### src/rtl/inst_axi_bridge_if.sv
// inst_axi_bridge_if: instruction SRAM-like fetch port plus AXI read address/data channels
interface inst_axi_bridge_if;
  logic        inst_sram_req;
  logic        inst_sram_wr;
  logic [1:0]  inst_sram_size;
  logic [31:0] inst_sram_addr;
  logic [3:0]  inst_sram_wstrb;
  logic [31:0] inst_sram_wdata;
  logic        inst_sram_addr_ok;
  logic        inst_sram_data_ok;
  logic [31:0] inst_sram_rdata;
  logic [3:0]  arid;
  logic [31:0] araddr;
  logic [7:0]  arlen;
  logic [2:0]  arsize;
  logic [1:0]  arburst;
  logic [1:0]  arlock;
  logic [3:0]  arcache;
  logic [2:0]  arprot;
  logic        arvalid;
  logic        arready;
  logic [3:0]  rid;
  logic [31:0] rdata;
  logic [1:0]  rresp;
  logic        rlast;
  logic        rvalid;
  logic        rready;
  modport master (
    input  inst_sram_req, inst_sram_wr, inst_sram_size, inst_sram_addr, inst_sram_wstrb, inst_sram_wdata,
    output inst_sram_addr_ok, inst_sram_data_ok, inst_sram_rdata,
    output arid, araddr, arlen, arsize, arburst, arlock, arcache, arprot, arvalid,
    input  arready,
    input  rid, rdata, rresp, rlast, rvalid,
    output rready
  );
  modport slave (
    output inst_sram_req, inst_sram_wr, inst_sram_size, inst_sram_addr, inst_sram_wstrb, inst_sram_wdata,
    input  inst_sram_addr_ok, inst_sram_data_ok, inst_sram_rdata,
    input  arid, araddr, arlen, arsize, arburst, arlock, arcache, arprot, arvalid,
    output arready,
    output rid, rdata, rresp, rlast, rvalid,
    input  rready
  );
endinterface

### src/rtl/inst_axi_bridge.sv
// inst_axi_bridge: read-only instruction fetch to single-beat in-order AXI reads, up to two in flight
module inst_axi_bridge (
  input logic               clk,
  input logic               resetn,
  inst_axi_bridge_if.master bus
);
  typedef enum logic {IDLE, ADDR} state_t;
  state_t      r_state, w_next;
  logic [1:0]  r_cnt, r_size;
  logic [31:0] r_addr, r_rdata;
  logic        r_dok;
  logic        w_addr_ok, w_arvalid, w_rready, w_r_hs, w_unused;
  always_comb begin
    w_addr_ok = resetn && bus.inst_sram_req && !bus.inst_sram_wr && r_state == IDLE && r_cnt < 2'd2;
    w_arvalid = resetn && r_state == ADDR;
    w_next    = w_addr_ok ? ADDR : (w_arvalid && bus.arready) ? IDLE : r_state;
  end
  // a captured word blocks further R beats until it has been handed out as data_ok
  assign w_rready = resetn && r_cnt != 2'd0 && !r_dok;
  assign w_r_hs   = bus.rvalid && w_rready;
  always_ff @(posedge clk) begin
    if (!resetn) r_state <= IDLE;
    else r_state <= w_next;
  end
  always_ff @(posedge clk) begin
    if (!resetn) begin
      r_cnt   <= '0;
      r_dok   <= 1'b0;
      r_addr  <= '0;
      r_size  <= '0;
      r_rdata <= '0;
    end else begin
      r_cnt <= r_cnt + {1'b0, w_addr_ok} - {1'b0, r_dok};
      r_dok <= w_r_hs;
      if (w_addr_ok) begin
        r_addr <= bus.inst_sram_addr;
        r_size <= bus.inst_sram_size;
      end
      if (w_r_hs) r_rdata <= bus.rdata;
    end
  end
  assign bus.inst_sram_addr_ok = w_addr_ok;
  assign bus.inst_sram_data_ok = r_dok && resetn;
  assign bus.inst_sram_rdata   = r_rdata;
  assign bus.arid    = 4'd0;
  assign bus.araddr  = r_addr;
  assign bus.arlen   = 8'd0;
  assign bus.arsize  = {1'b0, r_size};
  assign bus.arburst = 2'b01;
  assign bus.arlock  = 2'b00;
  assign bus.arcache = 4'd0;
  assign bus.arprot  = 3'd0;
  assign bus.arvalid = w_arvalid;
  assign bus.rready  = w_rready;
  assign w_unused = &{1'b0, bus.inst_sram_wstrb, bus.inst_sram_wdata, bus.rid, bus.rresp, bus.rlast};
endmodule

### src/flat_wrapper.sv
// flat-port wrapper written by rule: the top's interface ports become plain ports
module inst_axi_bridge_flat 
  (clk, resetn, bus_inst_sram_req, bus_inst_sram_wr, bus_inst_sram_size, bus_inst_sram_addr, bus_inst_sram_wstrb, bus_inst_sram_wdata, bus_inst_sram_addr_ok, bus_inst_sram_data_ok, bus_inst_sram_rdata, bus_arid, bus_araddr, bus_arlen, bus_arsize, bus_arburst, bus_arlock, bus_arcache, bus_arprot, bus_arvalid, bus_arready, bus_rid, bus_rdata, bus_rresp, bus_rlast, bus_rvalid, bus_rready);
  inst_axi_bridge_if bus_i ();
  input logic clk;
  input logic resetn;
  input wire logic [$bits(bus_i.inst_sram_req)-1:0] bus_inst_sram_req;
  input wire logic [$bits(bus_i.inst_sram_wr)-1:0] bus_inst_sram_wr;
  input wire logic [$bits(bus_i.inst_sram_size)-1:0] bus_inst_sram_size;
  input wire logic [$bits(bus_i.inst_sram_addr)-1:0] bus_inst_sram_addr;
  input wire logic [$bits(bus_i.inst_sram_wstrb)-1:0] bus_inst_sram_wstrb;
  input wire logic [$bits(bus_i.inst_sram_wdata)-1:0] bus_inst_sram_wdata;
  output wire logic [$bits(bus_i.inst_sram_addr_ok)-1:0] bus_inst_sram_addr_ok;
  output wire logic [$bits(bus_i.inst_sram_data_ok)-1:0] bus_inst_sram_data_ok;
  output wire logic [$bits(bus_i.inst_sram_rdata)-1:0] bus_inst_sram_rdata;
  output wire logic [$bits(bus_i.arid)-1:0] bus_arid;
  output wire logic [$bits(bus_i.araddr)-1:0] bus_araddr;
  output wire logic [$bits(bus_i.arlen)-1:0] bus_arlen;
  output wire logic [$bits(bus_i.arsize)-1:0] bus_arsize;
  output wire logic [$bits(bus_i.arburst)-1:0] bus_arburst;
  output wire logic [$bits(bus_i.arlock)-1:0] bus_arlock;
  output wire logic [$bits(bus_i.arcache)-1:0] bus_arcache;
  output wire logic [$bits(bus_i.arprot)-1:0] bus_arprot;
  output wire logic [$bits(bus_i.arvalid)-1:0] bus_arvalid;
  input wire logic [$bits(bus_i.arready)-1:0] bus_arready;
  input wire logic [$bits(bus_i.rid)-1:0] bus_rid;
  input wire logic [$bits(bus_i.rdata)-1:0] bus_rdata;
  input wire logic [$bits(bus_i.rresp)-1:0] bus_rresp;
  input wire logic [$bits(bus_i.rlast)-1:0] bus_rlast;
  input wire logic [$bits(bus_i.rvalid)-1:0] bus_rvalid;
  output wire logic [$bits(bus_i.rready)-1:0] bus_rready;
  assign bus_i.inst_sram_req = bus_inst_sram_req;
  assign bus_i.inst_sram_wr = bus_inst_sram_wr;
  assign bus_i.inst_sram_size = bus_inst_sram_size;
  assign bus_i.inst_sram_addr = bus_inst_sram_addr;
  assign bus_i.inst_sram_wstrb = bus_inst_sram_wstrb;
  assign bus_i.inst_sram_wdata = bus_inst_sram_wdata;
  assign bus_inst_sram_addr_ok = bus_i.inst_sram_addr_ok;
  assign bus_inst_sram_data_ok = bus_i.inst_sram_data_ok;
  assign bus_inst_sram_rdata = bus_i.inst_sram_rdata;
  assign bus_arid = bus_i.arid;
  assign bus_araddr = bus_i.araddr;
  assign bus_arlen = bus_i.arlen;
  assign bus_arsize = bus_i.arsize;
  assign bus_arburst = bus_i.arburst;
  assign bus_arlock = bus_i.arlock;
  assign bus_arcache = bus_i.arcache;
  assign bus_arprot = bus_i.arprot;
  assign bus_arvalid = bus_i.arvalid;
  assign bus_i.arready = bus_arready;
  assign bus_i.rid = bus_rid;
  assign bus_i.rdata = bus_rdata;
  assign bus_i.rresp = bus_rresp;
  assign bus_i.rlast = bus_rlast;
  assign bus_i.rvalid = bus_rvalid;
  assign bus_rready = bus_i.rready;
  inst_axi_bridge u_core (.clk(clk), .resetn(resetn), .bus(bus_i));
endmodule
### config.mk
export PLATFORM = sky130hd
export DESIGN_NAME = inst_axi_bridge_flat
export DESIGN_NICKNAME = d
export VERILOG_FILES = /design/src/rtl/inst_axi_bridge_if.sv /design/src/rtl/inst_axi_bridge.sv /design/src/flat_wrapper.sv
export SDC_FILE = /design/constraint.sdc
export NUM_CORES = 1
export LEC_CHECK = 0
export ABC_AREA = 1
export ABC_CLOCK_PERIOD_IN_PS = 2800
export CORE_UTILIZATION = 30
export CTS_CLUSTER_DIAMETER = 200
export DETAILED_ROUTE_END_ITERATION = 8
export GPL_ROUTABILITY_DRIVEN = 0
export GPL_TIMING_DRIVEN = 0
export PLACE_DENSITY = 0.67
export SETUP_SLACK_MARGIN = 0.2
export SLEW_MARGIN = 15
export SYNTH_ARGS = -nofsm -noshare
export SYNTH_HDL_FRONTEND = slang
export SYNTH_SLANG_ARGS = --single-unit
### constraint.sdc
create_clock -name clk -period 2.8 [get_ports clk]
set_clock_uncertainty 0.05 [all_clocks]
set_input_delay 0.28 -clock clk [delete_from_list [all_inputs] [get_ports clk]]
set_output_delay 0.28 -clock clk [all_outputs]
set_load 0.01 [all_outputs]
==> flow_summary.ini, run 1 <==
[sta]
fmax_mhz = 429.8
holdWs_ns = 0.3089
rsz0062_at_grt = no
worstMarginPinSlew_ns = 0.5288
maxSlewViolCount = 0
period_share_pct = 83.10
max-slew-margin-rel_pct = 64.75
setup_viol = 0
hold_viol = 0
fin_tns_setup_ns = 0
period_minus_slack_ns = 2.327

[grt]
grt_pass1_wl_um = 14300
antenna_found_initial = 0
grt.overflow.total = 0
grt_pass1_vias = 3229
track_usage_pct = 15.68
grt_max_degree = 13

[final_layout]
syn2layout_area_growth_pct = 57.55
diodes = 0
fin_nets = 834
final_util_pct = 49.18
fillers = 1089
area.sequential_sq_um = 1401
fin_area_sq_um = 5401
drive_above_1_share_pct = 8.033
fin_cells = 862
multi_input_area_sq_um = 1264

[min_path]
min_path_type = in2reg
min_from = bus_rvalid
hold_end = u_core.bus.inst_sram_rdata[5]
min_path_cells = 4

[worst_setup_path]
arrival_ns = 2.00
cp-start-kind = input pin
worst-path-max-fanout = 10
worstPathRequired_ns = 2.47
rr_worst_depth = 10
r2r_end = u_core.r_cnt[1]
ff2ff_setup_slack_ns = 0.74
r2r-start = u_core.r_cnt[1]
end_kind = output pin
crit_type = in2out

[drt]
via_count = 3403
wl_met1_um = 3576
drc = 0
wl_met2_um = 4161
antenna_left = 0
drtPass1Iterations = 6
viasPerCell = 3.948
highest_layer = met4
route.detailed.wl_per_inst_um = 10.35
drt_wl_total_um = 8924
met3_length_um = 1068
drt_iter0_markers = 118

[floorplanning]
core_sq_um = 10980
dieWidth_um = 108.9
die_height_um = 108.9
io_pins = 209
start_util_pct = 31.21
dieArea_sq_um = 11860
row_count = 38

[yosys]
synth.ff_latch_count = 70
synth_ff_type = dfxtp_1
synth_common_cells = 208 x nand2_1, 139 x inv_1, 70 x dfxtp_1
yosysMostFrequentCell = nand2_1
ys_types = 19
netlist_top_cells_area = dfxtp_1 41%, nand2_1 23%, inv_1 15%, buf_4 6.6%, nand3_1 4.7%
syn_avg_cell_area_sq_um = 6.290
yosys.area.top_type = dfxtp_1
synth_top_area_share_pct = 40.88
netlist_instances = 545
yosysWarnings = 0
ys_seq_area_share_pct = 40.88
async_flop_share_pct = 0
syn_area_sq_um = 3428
synth_edf_count = 0

[clock_tree]
clock-sinks = 70
postCtsSetupBuffers = 0
cts_resized = 0
clkTransAtPathRegs_ns = 0.06
cts_max_level = 3
cts_buffers = 9
cts_tree = done
root_buffer = clkbuf_16
cts_max_path_buffers = 2
clk_latency_ns = 0.33
holdBufCountCts = 0

[power_and_ir_drop]
power.density_nw_per_um2 = 523.8
leakage_nw = 2.923
ir_worst_vdd_mv = 0.3853

[outcome]
run_status = completed

[place]
placed_cells = 846
dp_hpwl_um = 6750
place_area_sq_um = 5077
portBuffers = 139

[run]
drv_cap = 0
## worst max-delay path: stages
cell,delay (ns)
clkdlybuf4s50_1,0.50
nand3_4,0.10
nor3_4,0.31
buf_4,0.25
clkdlybuf4s50_1,0.56
## how the worst max path moves through the flow
stage,startpoint,to,slack [ns],depth (start not counted)
floorplan,resetn,u_core.r_cnt[1],0.94,12
CTS,bus_inst_sram_req,bus_inst_sram_addr_ok,0.43,5
finish,bus_inst_sram_req,bus_inst_sram_addr_ok,0.47,5
global route,bus_inst_sram_req,bus_inst_sram_addr_ok,0.37,5
detailed placement,bus_inst_sram_req,u_core.r_cnt[1],0.24,12
global placement,bus_inst_sram_req,u_core.r_cnt[1],0.29,12
## layer usage
metal | global-route usage (%) | vias up
met3 | 8.129 | 9
met1 | 16.15 | 1464
met4 | 6.081 | 0
li1 | - | 1812
met5 | 0 | -
met2 | 26.82 | 118
## metrics by stage
stage,setup WS [ns],power (mW)
floorplan,0.9352,1.355
global placement,0.2887,1.604
detailed placement,0.2421,1.615
CTS,0.4251,2.875
global route,0.3719,2.980
finish,0.4731,2.829
## power breakdown
group / internal [mW] / switching, mW / total, mW
Sequential: 1.06 / 0.0334 / 1.09
Combinational: 0.274 / 0.228 / 0.501
Clock: 0.801 / 0.438 / 1.24
Total: 2.13 / 0.699 / 2.83
## state kept, by name, summed over array words and instances (netlist names)
register	cells
u_core.r_dok	1
u_core.r_cnt	2
u_core.r_state	1
u_core.bus.inst_sram_rdata	32
u_core.r_size	2
u_core.bus.araddr	32
## final cells by class
class / count / share of cell area (%)
buffer: 48 / 5.930
clock buffer: 10 / 4.424
clock inverter: 6 / 1.575
inverter: 140 / 9.729
multi-input combinational: 309 / 23.40
sequential: 70 / 25.94
tap: 140 / 3.243
timing repair buffer: 139 / 25.76
## cell usage in the layout (no fill, tap or decap), types with 2 or more instances in the layout
master	netlist	layout
buf_1	3	3
buf_2	4	4
buf_4	30	30
buf_6	3	3
bufinv_16	0	2
clkbuf_1	8	8
clkbuf_16	0	9
clkdlybuf4s50_1	0	139
clkinv_2	0	2
clkinvlp_4	0	2
conb_1	2	24
dfxtp_1	70	70
ha_1	2	2
inv_1	139	139
nand2_1	208	208
nand3_1	32	32
nor2_1	37	37
## kinds of logic after synthesis
family	synth area share, %
xor+xnor	0.2555
other cells	0.2191
flops	40.88
compound gates	0.1458
simple gates	33.10
fa+ha+maj	0.7298
buf+inv	24.67
Note: power is estimated with default switching activity, not from simulation.
==> inputs of run 2 (changes only) <==
--- a/config.mk
+++ b/config.mk
@@ -6,7 +6,7 @@
 export NUM_CORES = 1
 export LEC_CHECK = 0
 export ABC_AREA = 1
-export ABC_CLOCK_PERIOD_IN_PS = 2800
+export ABC_CLOCK_PERIOD_IN_PS = 2230
 export CORE_UTILIZATION = 30
 export CTS_CLUSTER_DIAMETER = 200
 export DETAILED_ROUTE_END_ITERATION = 8
==> constraint.sdc (replaced) <==
create_clock -name clk -period 2.23 [get_ports clk]
set_clock_uncertainty 0.05 [all_clocks]
set_input_delay 0.223 -clock clk [delete_from_list [all_inputs] [get_ports clk]]
set_output_delay 0.223 -clock clk [all_outputs]
set_load 0.01 [all_outputs]
==> run 2 against run 1 <==
  * Worst hold slack got worse by 0.057 ns
  * Critical path depth stayed put
  * Combinational power is 28% higher
  * Die area unchanged
  * Clock power is 26% higher
  * Flip-flop and latch count unchanged
  * Power increased by 26%
  * Sequential share of layout area shrank 0.18 points
  * Critical endpoint is now bus_rready
  * Highest routed layer unchanged
==> flow_summary.ini, run 2 (synthesis gave the netlist of run 1 again) <==
[grt]
track_usage_pct = 15.82
grt_pass1_wl_um = 14390
antenna_found_initial = 0
grt_max_degree = 13
grt_pass1_vias = 3242
use_met1_pct = 16.40
gr-max-usage-layer = met2
grt_use_met2_pct = 27.00
gr-usage-met3_pct = 8.129
grt.overflow.total = 0

[drt]
drtPass1Iterations = 6
drc = 0
viasPerCell = 3.947
via_count = 3418
route.detailed.wl_per_inst_um = 10.45
drt_iter0_markers = 123
antenna_left = 0
drt_wl_total_um = 9046

[sta]
worstMarginPinSlew_ns = 0.5254
period_share_pct = 85.76
rsz0062_at_grt = no
holdWs_ns = 0.2520
fmax_mhz = 522.9
post-route-worst-setup-slack_ns = 0.3175
fin_tns_setup_ns = 0
setup_viol = 0
maxSlewViolCount = 0
max-slew-margin-rel_pct = 64.97
period_minus_slack_ns = 1.912
hold_viol = 0

[power_and_ir_drop]
ir_worst_vdd_mv = 0.4822
leakage_nw = 2.952
power.density_nw_per_um2 = 654.8
finalPower_mw = 3.565

[floorplanning]
core_sq_um = 10980
dieWidth_um = 108.9
dieArea_sq_um = 11860
row_count = 38
die_height_um = 108.9
start_util_pct = 31.21
io_pins = 209

[min_path]
min_path_cells = 4
min_from = bus_rvalid
min_path_type = in2reg
hold_end = u_core.bus.inst_sram_rdata[5]

[final_layout]
final_cell_mix = 207 x nand2_1, 139 x inv_1, 138 x clkdlybuf4s50_1
final_util_pct = 49.57
drive_above_1_share_pct = 8.815
fillers = 1085
layout_commonest_cell = nand2_1
syn2layout_area_growth_pct = 58.80
diodes = 0
fin_nets = 838

[clock_tree]
root_buffer = clkbuf_16
clock-sinks = 70
cts_max_path_buffers = 2
clkTransAtPathRegs_ns = 0.06
holdBufCountCts = 0
clk_latency_ns = 0.33
cts_tree = done
cts_buffers = 9
cts_max_level = 3

[place]
post-place-ws_ns = -0.2709
dp_hpwl_um = 6750
portBuffers = 139

[worst_setup_path]
cp-start-kind = flop
arrival_ns = 1.64
r2r_end = u_core.r_cnt[1]
rr_worst_depth = 10
worstPathRequired_ns = 1.96
ff2ff_setup_slack_ns = 0.50
worst-path-max-fanout = 10
crit_type = reg2out
end_kind = output pin
r2r-start = u_core.r_state

[outcome]
run_status = completed

[run]
drv_cap = 0
## run 2: cell count changes in the layout (fill, tap and decap cells not counted)
| cell | change |
|---|---|
| buf_4 | +3 |
| dfxtp_2 | +1 |
| nand2_2 | +1 |
| clkdlybuf4s50_1 | -1 |
| dfxtp_1 | -1 |
| nand2_1 | -1 |
| buf_6 | +2 |
| buf_2 | -1 |
| dlygate4sd2_1 | +1 |
## run 2: worst max-delay path by stage
stage	slack [ns]	cells past startpoint	endpoint	from
2_1_floorplan	0.42	12	u_core.r_cnt[1]	resetn
3_3_place_gp	-0.22	12	u_core.r_cnt[1]	bus_inst_sram_req
3_5_place_dp	-0.27	12	u_core.r_cnt[1]	bus_inst_sram_req
4_1_cts	0.22	4	bus_rready	u_core.r_cnt[1]
5_1_grt	0.21	5	bus_arvalid	resetn
6_report	0.32	5	bus_rready	u_core.r_dok
## run 2: worst max-delay path: stages, from the launching register on
cell and delay [ns]:
dfxtp_1 0.34, inv_1 0.06, nand2_1 0.07, nor2_4 0.15
buf_6 0.15, clkdlybuf4s50_1 0.54
## run 2: report_power, final
group	internal, mW	leakage [nW]	total [mW]	switching [mW]
registers	1.33	0.570	1.37	0.0420
clock network	1.01	0.154	1.56	0.551
logic	0.351	2.23	0.640	0.289
## run 2: metrics by stage
| stage | instances | instance area (sq um) |
|---|---|---|
| 5_1_grt | 866 | 5444 |
| 6_report | 866 | 5444 |
| 4_1_cts | 864 | 5429 |
| 2_1_floorplan | 567 | 3511 |
| 3_5_place_dp | 846 | 5077 |
| 3_3_place_gp | 846 | 5077 |
## run 2: routing by layer
metal | vias up | share of wire [%]
met2 | 115 | 46
met1 | 1473 | 41
met3 | 9 | 12
met5 | - | 0
li1 | 1821 | -
met4 | 0 | 1.3
## run 2: repair_timing
item | CTS | global route
pin swaps | 2 | 1
buffers inserted | 2 | 2
setup endpoints to repair | 3 | 1
gates cloned | 0 | 0
endpoints found under the hold margin | 0 | 0
gates resized for setup | 6 | 0
## run 2: layout make-up
type | count | area [sq um] | share of cell area (%)
sequential | 70 | 1403 | 25.76
clock buffer | 10 | 239.0 | 4.390
timing repair buffer | 143 | 1420 | 26.09
clock inverter | 6 | 85.08 | 1.563
inverter | 140 | 525.5 | 9.653
tap | 140 | 175.2 | 3.218
buffer | 48 | 330.3 | 6.068
multi-input combinational | 309 | 1266 | 23.26
==> inputs of run 3 (changes only) <==
--- a/config.mk
+++ b/config.mk
@@ -14,6 +14,7 @@
 export GPL_TIMING_DRIVEN = 0
 export PLACE_DENSITY = 0.67
 export SETUP_SLACK_MARGIN = 0.2
+export SKIP_LAST_GASP = 1
 export SLEW_MARGIN = 15
 export SYNTH_ARGS = -nofsm -noshare
 export SYNTH_HDL_FRONTEND = slang
==> results of run 3 <==
The final DEF is identical to that of run 2; final timing and power are the same.
